**config.mk**
```make
export PLATFORM = sky130hd
export DESIGN_NAME = seq_restoring_divider_flat
export DESIGN_NICKNAME = d
export VERILOG_FILES = /design/src/rtl/seq_restoring_divider_if.sv /design/src/rtl/seq_restoring_divider.sv /design/src/flat_wrapper.sv
export SDC_FILE = /design/constraint.sdc
export NUM_CORES = 1
export LEC_CHECK = 0
export CAP_MARGIN = 20
export CORE_UTILIZATION = 60
export DETAILED_ROUTE_END_ITERATION = 8
export DONT_BUFFER_PORTS = 1
export PLACE_DENSITY = 0.84
export RECOVER_POWER = 25
export SYNTH_ARGS = -nofsm -noshare
export SYNTH_HDL_FRONTEND = slang
export SYNTH_SLANG_ARGS = --single-unit
```
**constraint.sdc**
```tcl
create_clock -name clk -period 3.5 [get_ports clk]
set_clock_uncertainty 0.1 [all_clocks]
set_input_delay 0.7 -clock clk [delete_from_list [all_inputs] [get_ports clk]]
set_output_delay 0.7 -clock clk [all_outputs]
set_load 0.02 [all_outputs]
```
**src/rtl/seq_restoring_divider_if.sv**
```systemverilog
// Handshake and operand/result bundle for seq_restoring_divider.
// Signed operation port appears only when SIGNED_DIV_EN is defined.
interface seq_restoring_divider_if #(
   parameter int WIDTH = 8
);
   logic             start;
   logic [WIDTH-1:0] dividend;
   logic [WIDTH-1:0] divisor;
`ifdef SIGNED_DIV_EN
   logic             signed_mode;
`endif
   logic             busy;
   logic             done;
   logic [WIDTH-1:0] quotient;
   logic [WIDTH-1:0] remainder;
   logic             div_by_zero;

`ifdef SIGNED_DIV_EN
   modport master (
      output start, dividend, divisor, signed_mode,
      input  busy, done, quotient, remainder, div_by_zero
   );
   modport slave (
      input  start, dividend, divisor, signed_mode,
      output busy, done, quotient, remainder, div_by_zero
   );
`else
   modport master (
      output start, dividend, divisor,
      input  busy, done, quotient, remainder, div_by_zero
   );
   modport slave (
      input  start, dividend, divisor,
      output busy, done, quotient, remainder, div_by_zero
   );
`endif
endinterface

```
**src/rtl/seq_restoring_divider.sv**
```systemverilog
// Multi-cycle restoring divider, one quotient bit per enabled clock.
// Optional macro SIGNED_DIV_EN adds two's complement mode via signed_mode.
module seq_restoring_divider #(
   parameter int WIDTH = 8
) (
   input  logic                   clk,
   input  logic                   rst,
   input  logic                   ena,
   seq_restoring_divider_if.slave bus
);
   localparam int CW = $clog2(WIDTH + 1);

   typedef enum logic [1:0] {
      IDLE,
      RUN,
      FIN
   } state_t;

   state_t           state_q;
   state_t           state_d;
   logic             accept;
   logic             dv_zero;

   logic [CW-1:0]    cnt_q;
   logic [WIDTH-1:0] rem_q;
   logic [WIDTH-1:0] dq_q;
   logic [WIDTH-1:0] dvs_q;
   logic             dz_q;

   logic [WIDTH-1:0] quo_q;
   logic [WIDTH-1:0] rmd_q;
   logic             busy_q;
   logic             done_q;
   logic             dbz_q;

   logic [WIDTH:0]   shifted;
   logic             fit;
   logic [WIDTH-1:0] diff;
   logic [WIDTH-1:0] dd_ld;
   logic [WIDTH-1:0] dv_ld;
   logic [WIDTH-1:0] q_fin;
   logic [WIDTH-1:0] r_fin;

`ifdef SIGNED_DIV_EN
   logic             neg_dd;
   logic             neg_dv;
   logic             negq_q;
   logic             negr_q;
`endif

   assign dv_zero = (bus.divisor == '0);

   // Next-state: start is only honoured in IDLE; zero divisor skips RUN.
   always_comb begin
      state_d = state_q;
      accept  = 1'b0;
      unique case (state_q)
         IDLE: begin
            if (bus.start) begin
               accept  = 1'b1;
               state_d = dv_zero ? FIN : RUN;
            end
         end
         RUN: begin
            if (cnt_q == CW'(1)) state_d = FIN;
         end
         FIN: state_d = IDLE;
         default: state_d = IDLE;
      endcase
   end

   // State register, frozen while ena is low.
   always_ff @(posedge clk) begin
      if (rst) state_q <= IDLE;
      else if (ena) state_q <= state_d;
   end

   // One restoring step: shift in next dividend bit, subtract if it fits.
   always_comb begin
      shifted = {rem_q, dq_q[WIDTH-1]};
      fit     = (shifted >= {1'b0, dvs_q});
      diff    = shifted[WIDTH-1:0] - dvs_q;
   end

   // Operand conditioning at load: magnitudes in signed mode.
   always_comb begin
      dd_ld = bus.dividend;
      dv_ld = bus.divisor;
`ifdef SIGNED_DIV_EN
      neg_dd = bus.signed_mode & bus.dividend[WIDTH-1];
      neg_dv = bus.signed_mode & bus.divisor[WIDTH-1];
      if (neg_dd) dd_ld = -bus.dividend;
      if (neg_dv) dv_ld = -bus.divisor;
`endif
   end

   // Final result: sign fix-up, or the fixed divide-by-zero answer.
   always_comb begin
      q_fin = dq_q;
      r_fin = rem_q;
`ifdef SIGNED_DIV_EN
      if (negq_q) q_fin = -dq_q;
      if (negr_q) r_fin = -rem_q;
`endif
      if (dz_q) begin
         q_fin = '1;
         r_fin = dq_q;
      end
   end

   // Datapath, counter and registered outputs.
   always_ff @(posedge clk) begin
      if (rst) begin
         cnt_q  <= '0;
         rem_q  <= '0;
         dq_q   <= '0;
         dvs_q  <= '0;
         dz_q   <= 1'b0;
         quo_q  <= '0;
         rmd_q  <= '0;
         busy_q <= 1'b0;
         done_q <= 1'b0;
         dbz_q  <= 1'b0;
`ifdef SIGNED_DIV_EN
         negq_q <= 1'b0;
         negr_q <= 1'b0;
`endif
      end else if (ena) begin
         busy_q <= (state_q == RUN);
         done_q <= 1'b0;
         unique case (state_q)
            IDLE: begin
               if (accept) begin
                  rem_q <= '0;
                  dvs_q <= dv_ld;
                  dq_q  <= dv_zero ? bus.dividend : dd_ld;
                  dz_q  <= dv_zero;
                  cnt_q <= dv_zero ? '0 : CW'(WIDTH);
                  dbz_q <= 1'b0;
`ifdef SIGNED_DIV_EN
                  negq_q <= neg_dd ^ neg_dv;
                  negr_q <= neg_dd;
`endif
               end
            end
            RUN: begin
               rem_q <= fit ? diff : shifted[WIDTH-1:0];
               dq_q  <= {dq_q[WIDTH-2:0], fit};
               cnt_q <= cnt_q - CW'(1);
            end
            FIN: begin
               quo_q  <= q_fin;
               rmd_q  <= r_fin;
               dbz_q  <= dz_q;
               done_q <= 1'b1;
            end
            default: begin
               done_q <= 1'b0;
            end
         endcase
      end
   end

   assign bus.busy        = busy_q;
   assign bus.done        = done_q;
   assign bus.quotient    = quo_q;
   assign bus.remainder   = rmd_q;
   assign bus.div_by_zero = dbz_q;

endmodule

```
**src/flat_wrapper.sv**
```systemverilog
// flat-port wrapper written by rule: the top's interface ports become plain ports
module seq_restoring_divider_flat 
#(
   parameter int WIDTH = 8
)
  (clk, rst, ena, bus_start, bus_dividend, bus_divisor, bus_busy, bus_done, bus_quotient, bus_remainder, bus_div_by_zero);
  seq_restoring_divider_if #(.WIDTH(WIDTH)) bus_i ();
  input  logic clk;
  input  logic rst;
  input  logic ena;
  input wire logic [$bits(bus_i.start)-1:0] bus_start;
  input wire logic [$bits(bus_i.dividend)-1:0] bus_dividend;
  input wire logic [$bits(bus_i.divisor)-1:0] bus_divisor;
  output wire logic [$bits(bus_i.busy)-1:0] bus_busy;
  output wire logic [$bits(bus_i.done)-1:0] bus_done;
  output wire logic [$bits(bus_i.quotient)-1:0] bus_quotient;
  output wire logic [$bits(bus_i.remainder)-1:0] bus_remainder;
  output wire logic [$bits(bus_i.div_by_zero)-1:0] bus_div_by_zero;
  assign bus_i.start = bus_start;
  assign bus_i.dividend = bus_dividend;
  assign bus_i.divisor = bus_divisor;
  assign bus_busy = bus_i.busy;
  assign bus_done = bus_i.done;
  assign bus_quotient = bus_i.quotient;
  assign bus_remainder = bus_i.remainder;
  assign bus_div_by_zero = bus_i.div_by_zero;
  seq_restoring_divider #(.WIDTH(WIDTH)) u_core (.clk(clk), .rst(rst), .ena(ena), .bus(bus_i));
endmodule
```
==> impl_results.md, run 1 <==
- Status: finished, final reports clean
- Hold Path Origin: u_core.dvs_q[7]$_SDFFE_PP0P_
- Worst setup margin: 1.18 ns
- Layout cells sized above 1: 4.88%
- CTS tree: done
- Grt ovf: 0
- CTS Root Cell: clkbuf_8
- Setup Viol. Count Final: 0
- DR iter-0 viols: 186
- Commonest non-fill, non-tap cell in the layout: nor2_1
- PostCTS Resize Cnt: 0
- Routability cong.: 0.954
- Die width: 66.3 um
- Worst Hold Depth: 2
- Worst slew pin tran: 1.25 ns
- Area grow syn2layout: 3.33%
- # port buffers: 0
- Total track usage: 26.1%
- Netlist cell types: 43
- Slew Viols, Final: 0
- Slew Limit Headroom: 17.0%
- MaxCap Viol Count: 0
- DRC violations left: 0
- Sequential area share after synthesis: 40.4%
- Post-CTS Hold Buffers: 0
- DP HPWL: 3770 um
- Average vias per placed instance: 6.09
- WS Path Type: reg2reg
- Vias in the first global route: 1804
- RSZ-0062 raised after global routing: no
- Main flop type after synthesis: dfxtp_1
- CTS Buffer Depth: 2
- Period utilisation layout: 66.4%
- CORE AREA: 3800 sq um
- Seq cells post-synth: 50
- Cell Area, Placed: 2450 sq um
- F_max: 0.430 GHz
- DP Worst Slack: 1.31 ns
- Synth Net Count: 325
- Clk Latency, worst-skew pair: 0.30 ns
- First-pass GRT wire length: 8650 um
- Vert. Die Dim: 66.3 um
- CP Data Required Time: 3.62 ns
- Element type at the critical path end: flop
- Hold Vio Cnt, Final: 0
- Period minus WS final: 2.32 ns
- Design Area, Final: 2560 sq um
- Nets: 317
- R2R Setup Slk: 1.18 ns
- Cells after Synth: 294
- DRT Wirelength: 5370 um
- Mean Syn Cell Area: 8.43 sq um
- FF-to-FF End: u_core.bus.remainder[5]$_SDFFE_PP0P_
- Post-synth EDFFs: 0
- Initial antenna violation count: 0
- DR vias: 2040
- Post-DRT Antenna Nets: 0
- Htree depth: 2
- Die area: 4390 sq um
- Setup Buffers After CTS: 0
- Wire per inst: 16.0 um
- Worst EP arrival: 2.44 ns
- N_diodes: 0
- Worst r2r src: u_core.state_q[1]$_SDFFE_PP0P_
- CP max FO: 33
- Worst Reg-to-Reg Cells: 5
- Largest net degree at the start of global routing: 46
- Most frequent cells in the layout: 52 x nor2_1, 50 x dfxtp_1, 32 x nand2_1
- Lkg Pwr: 0.919 nW
- Clock tree sinks: 50
- Row cnt: 22
- Min-Delay Path Class: reg2reg
- Worst setup SP type: flop
- Clock buffers created by TritonCTS: 5
- Top Ports: 39
- 1st-pass router iterations: 5
- Power Density: 471 nW/um^2
- Hold Path End: u_core.dvs_q[7]$_SDFFE_PP0P_
- Mapped cell area: 2480 sq um
- Setup tns final: 0 ns
- Max VDD drop: 0.269 mV
- Clock slew at reported path FFs: 0.10 ns
- Initial Util: 65.2%
- Async SR Flop Fraction: 0%
- Yosys warnings: 0
power by group:
group,switching [mW],total (mW),internal [mW]
sequential,0.0253,0.614,0.589
combinational,0.0942,0.162,0.0676
clock,0.195,0.430,0.235
total,0.314,1.21,0.892
metrics by stage:
step	instances	hold slack (ns)	util [%]	power, mW
after detailed placement	326	0.345	64.4	0.786
after global routing	335	0.341	67.4	1.26
final	335	0.362	67.4	1.21
after global placement	326	0.338	64.4	0.781
after floorplan	294	0.336	-	0.771
after CTS	334	0.352	67.6	1.21
worst max-delay path, stage by stage (launching register included):
cell      delay [ns]
dfxtp_1         0.46
inv_1           0.14
nor3_1          0.25
clkbuf_1        0.94
nor2_1          0.10
a211oi_1        0.24
layout make-up:
| type | instances | area (sq um) |
|---|---|---|
| fill | 321 | 1240 |
| timing repair buffer | 1 | 3.75 |
| clock buffer | 6 | 82.6 |
| inverter | 14 | 52.6 |
| tap | 48 | 60.1 |
| multi-input combinational | 214 | 1320 |
| sequential | 50 | 1000 |
| clock inverter | 2 | 38.8 |
per-layer routing:
| metal | vias up | track usage (%) | routed length (um) |
|---|---|---|---|
| met3 | 6 | 7.24 | 379 |
| met4 | 0 | 6.38 | 39 |
| met1 | 939 | 35.8 | 2450 |
| met5 | - | 0 | 0 |
| met2 | 71 | 40.3 | 2510 |
| li1 | 1024 | - | - |
cell usage after synthesis, types with 2 or more instances:
master | number | area share [%]
a211oi_1 | 18 | 5.5
a21o_1 | 2 | 0.61
a21oi_1 | 25 | 5.1
a222oi_1 | 7 | 2.8
a22o_1 | 2 | 0.71
and3_1 | 4 | 1.0
buf_2 | 4 | 0.81
buf_4 | 5 | 1.5
clkbuf_1 | 6 | 0.91
dfxtp_1 | 50 | 40
ha_1 | 10 | 5.1
inv_1 | 14 | 2.1
mux2i_1 | 13 | 5.3
nand2_1 | 32 | 4.8
nand2b_1 | 3 | 0.76
nand3_1 | 2 | 0.40
nor2_1 | 52 | 7.9
nor2b_1 | 2 | 0.50
nor3_1 | 4 | 0.81
nor4_1 | 2 | 0.50
o211ai_1 | 4 | 1.2
o21ai_0 | 9 | 1.8
o31ai_1 | 2 | 0.61
xor2_1 | 3 | 1.1
cell families (layout without fill, tap and decap cells):
group | Yosys count | after routing | synth area share [%]
and+or+nand+nor | 109 | 109 | 19.8
AOI/OAI and AO/OA | 77 | 77 | 21.5
DFF | 50 | 50 | 40.4
buffers and inverters | 30 | 23 | 5.81
muxes | 13 | 13 | 5.25
adders and majority gates | 11 | 11 | 5.86
xor gates and xnor gates | 4 | 4 | 1.41
sequential cells by signal (all words and copies together) (netlist names):
register	count
u_core.cnt_q	4
u_core.bus.done	1
u_core.bus.div_by_zero	1
u_core.bus.quotient	8
u_core.dvs_q	8
u_core.rem_q	8
u_core.bus.busy	1
u_core.state_q	2
u_core.bus.remainder	8
u_core.dz_q	1
u_core.dq_q	8
how the worst max path moves through the flow:
stage / from / endpoint / slack [ns] / cells past startpoint
after global routing: u_core.state_q[1]$_SDFFE_PP0P_ / u_core.bus.quotient[6]$_SDFFE_PP0P_ / 0.92 / 5
final: u_core.state_q[1]$_SDFFE_PP0P_ / u_core.bus.remainder[5]$_SDFFE_PP0P_ / 1.18 / 5
after floorplan: u_core.dq_q[7]$_SDFFE_PP0P_ / u_core.rem_q[6]$_SDFFE_PP0P_ / 1.50 / 8
after global placement: ena / u_core.bus.quotient[7]$_SDFFE_PP0P_ / 1.35 / 4
after detailed placement: ena / u_core.rem_q[1]$_SDFFE_PP0P_ / 1.31 / 4
after CTS: u_core.dvs_q[5]$_SDFFE_PP0P_ / u_core.rem_q[2]$_SDFFE_PP0P_ / 1.28 / 7
(Power assumes the default switching activity.)
==> run 2, diff against run 1 <==
==> constraint.sdc (replaced) <==
create_clock -name clk -period 2.18 [get_ports clk]
set_clock_uncertainty 0.1 [all_clocks]
set_input_delay 0.436 -clock clk [delete_from_list [all_inputs] [get_ports clk]]
set_output_delay 0.436 -clock clk [all_outputs]
set_load 0.02 [all_outputs]
==> impl_results.md, run 2 (synthesis results as in run 1) <==
- Most frequent cells in the layout: 52 x nor2_1, 49 x dfxtp_1, 32 x nand2_1
- Slew Limit Headroom: 56.9% (+40 points)
- Clock tree sinks: 50 (unchanged)
- Min-Delay Path Class: in2reg
- Clk Latency, worst-skew pair: 0.31 ns (about the same)
- Status: finished, final reports clean
- Commonest non-fill, non-tap cell in the layout: nor2_1
- Grt ovf: 0 (unchanged)
- Worst EP arrival: 2.17 ns (-0.27 ns)
- First-pass GRT wire length: 8890 um (+2.8%)
- CP startpoint: u_core.dvs_q[6]$_SDFFE_PP0P_
- CORE AREA: 3800 sq um (unchanged)
- DP HPWL: 4120 um (+9.2%)
- Period utilisation layout: 94.9% (+28 points)
- Hold Path Origin: rst
- Htree depth: 2 (unchanged)
- DP Worst Slack: 0.0155 ns (-1.30 ns)
- RSZ-0062 raised after global routing: no
- CP Data Required Time: 2.28 ns (-1.34 ns)
- FF-to-FF End: u_core.dq_q[0]$_SDFFE_PP0P_
- Row cnt: 22 (unchanged)
- DRT Wirelength: 5520 um (+2.8%)
- Setup Viol. Count Final: 0 (unchanged)
- Die width: 66.3 um (unchanged)
- R2R Setup Slk: 0.11 ns (-1.06 ns)
- CTS Buffer Depth: 2 (unchanged)
- Placed cells: 338 (+3.7%)
- # port buffers: 0 (unchanged)
- Finished Layout Cells: 346 (+3.3%)
- Average vias per placed instance: 6.11 (+0.29%)
- Die area: 4390 sq um (unchanged)
- Routability cong.: 0.926 (-2.9%)
- Largest net degree at the start of global routing: 46 (unchanged)
- Clock buffers created by TritonCTS: 5 (unchanged)
- MaxCap Viol Count: 0 (unchanged)
- Element type at the critical path end: flop
- Setup crit end: u_core.dq_q[0]$_SDFFE_PP0P_
- Post-CTS Hold Buffers: 0 (unchanged)
- DR vias: 2113 (+3.6%)
- Clock slew at reported path FFs: 0.09 ns (about the same)
- Layout cells sized above 1: 10.1% (+5.2 points)
- Total track usage: 27.2% (+1.1 points)
- Wire per inst: 16.0 um (-0.46%)
- Vias in the first global route: 1970 (+9.2%)
- Worst setup margin: 0.111 ns (-1.06 ns)
- 1st-pass router iterations: 6 (+1)
- WS Path Type: reg2reg
- Worst r2r src: u_core.dvs_q[6]$_SDFFE_PP0P_
- Area occupied by registers: 1000 sq um (+0.12%)
- CTS Root Cell: clkbuf_8
- Setup tns final: 0 ns (unchanged)
- Power Density: 720 nW/um^2 (+53%)
- Setup Buffers After CTS: 0 (unchanged)
- Worst setup SP type: flop
- CTS tree: done
- Period minus WS final: 2.07 ns (-0.256 ns)
- Worst Reg-to-Reg Cells: 7 (+2)
- Worst slew pin tran: 0.647 ns (-0.599 ns)
- Area of the multi-input gates: 1350 sq um (+1.9%)
- Fill cells: 319 (-0.62%)
- Slew Viols, Final: 0 (unchanged)
- Initial Util: 65.2% (unchanged)
- DR iter-0 viols: 181 (-2.7%)
- F_max: 0.483 GHz (+12%)
- Max VDD drop: 0.533 mV (+99%)
- Initial antenna violation count: 0 (unchanged)
- Area grow syn2layout: 7.37%
- Nets: 328 (+3.5%)
- Hold Vio Cnt, Final: 0 (unchanged)
- N_diodes: 0 (unchanged)
- Vert. Die Dim: 66.3 um (unchanged)
- Top Ports: 39 (unchanged)
- Lkg Pwr: 0.975 nW (+6.1%)
- Post-DRT Antenna Nets: 0 (unchanged)
- CP max FO: 11 (-67%)
- DRC violations left: 0 (unchanged)
run 2: cell types whose count changed in the layout (fill, tap and decap cells not counted), sizes merged:
cell,delta
clkinv,+2
buf,+12
inv,-1
clkbuf,-2
run 2: cell type report:
type                            instances  share of cell area, %
Clock buffer                            5                   2.59
Timing Repair Buffer                   12                   3.39
Inverter                               14                   1.98
Sequential cell                        50                   37.7
Tap cell                               48                   2.26
Multi-Input combinational cell        214                   50.6
Clock inverter                          3                   1.51
run 2: timing repair:
action / 4_1_cts / 5_1_grt
resized for setup: 1 / 3
pin swaps: 0 / 0
setup endpoints to repair: 1 / 8
endpoints found under the hold margin: 0 / 0
run 2: critical path, cell delays in order, from the launching register on:
cell	delay [ns]
dfxtp_1	0.34
inv_1	0.05
ha_1	0.34
a21o_1	0.21
a211oi_2	0.31
o211ai_4	0.21
a222oi_1	0.34
nor2_1	0.06
run 2: stage by stage:
step | power, mW | util (%) | area, sq um | hold slack [ns]
after floorplan | 1.24 | - | 2480 | 0.336
after global placement | 1.27 | 66.8 | 2540 | 0.338
after detailed placement | 1.27 | 66.8 | 2540 | 0.343
after CTS | 1.91 | 69.7 | 2650 | 0.0810
after global routing | 2.00 | 70.0 | 2660 | 0.0714
final | 1.92 | 70.0 | 2660 | 0.0836
run 2: where the power goes:
part | internal, mW | leakage (nW) | switching (mW)
Clock | 0.338 | 0.0579 | 0.315
Combinational | 0.122 | 0.511 | 0.155
Sequential | 0.946 | 0.406 | 0.0400
Total | 1.41 | 0.975 | 0.510
run 2: worst min path at each step:
| stage | end | slack (ns) | cells past startpoint |
|---|---|---|---|
| after floorplan | u_core.dvs_q[2]$_SDFFE_PP0P_ | 0.34 | 2 |
| after global placement | u_core.dvs_q[5]$_SDFFE_PP0P_ | 0.34 | 2 |
| after detailed placement | u_core.dvs_q[7]$_SDFFE_PP0P_ | 0.34 | 2 |
| after CTS | u_core.dvs_q[0]$_SDFFE_PP0P_ | 0.08 | 1 |
| after global routing | u_core.bus.quotient[4]$_SDFFE_PP0P_ | 0.07 | 1 |
| final | u_core.dvs_q[0]$_SDFFE_PP0P_ | 0.08 | 1 |
run 2: per-layer routing:
layer  routed length [um]  global-route usage, %
met5                    0                      0
met3                  430                   7.07
met4                  163                   15.7
met2                 2430                   40.6
met1                 2500                   35.2
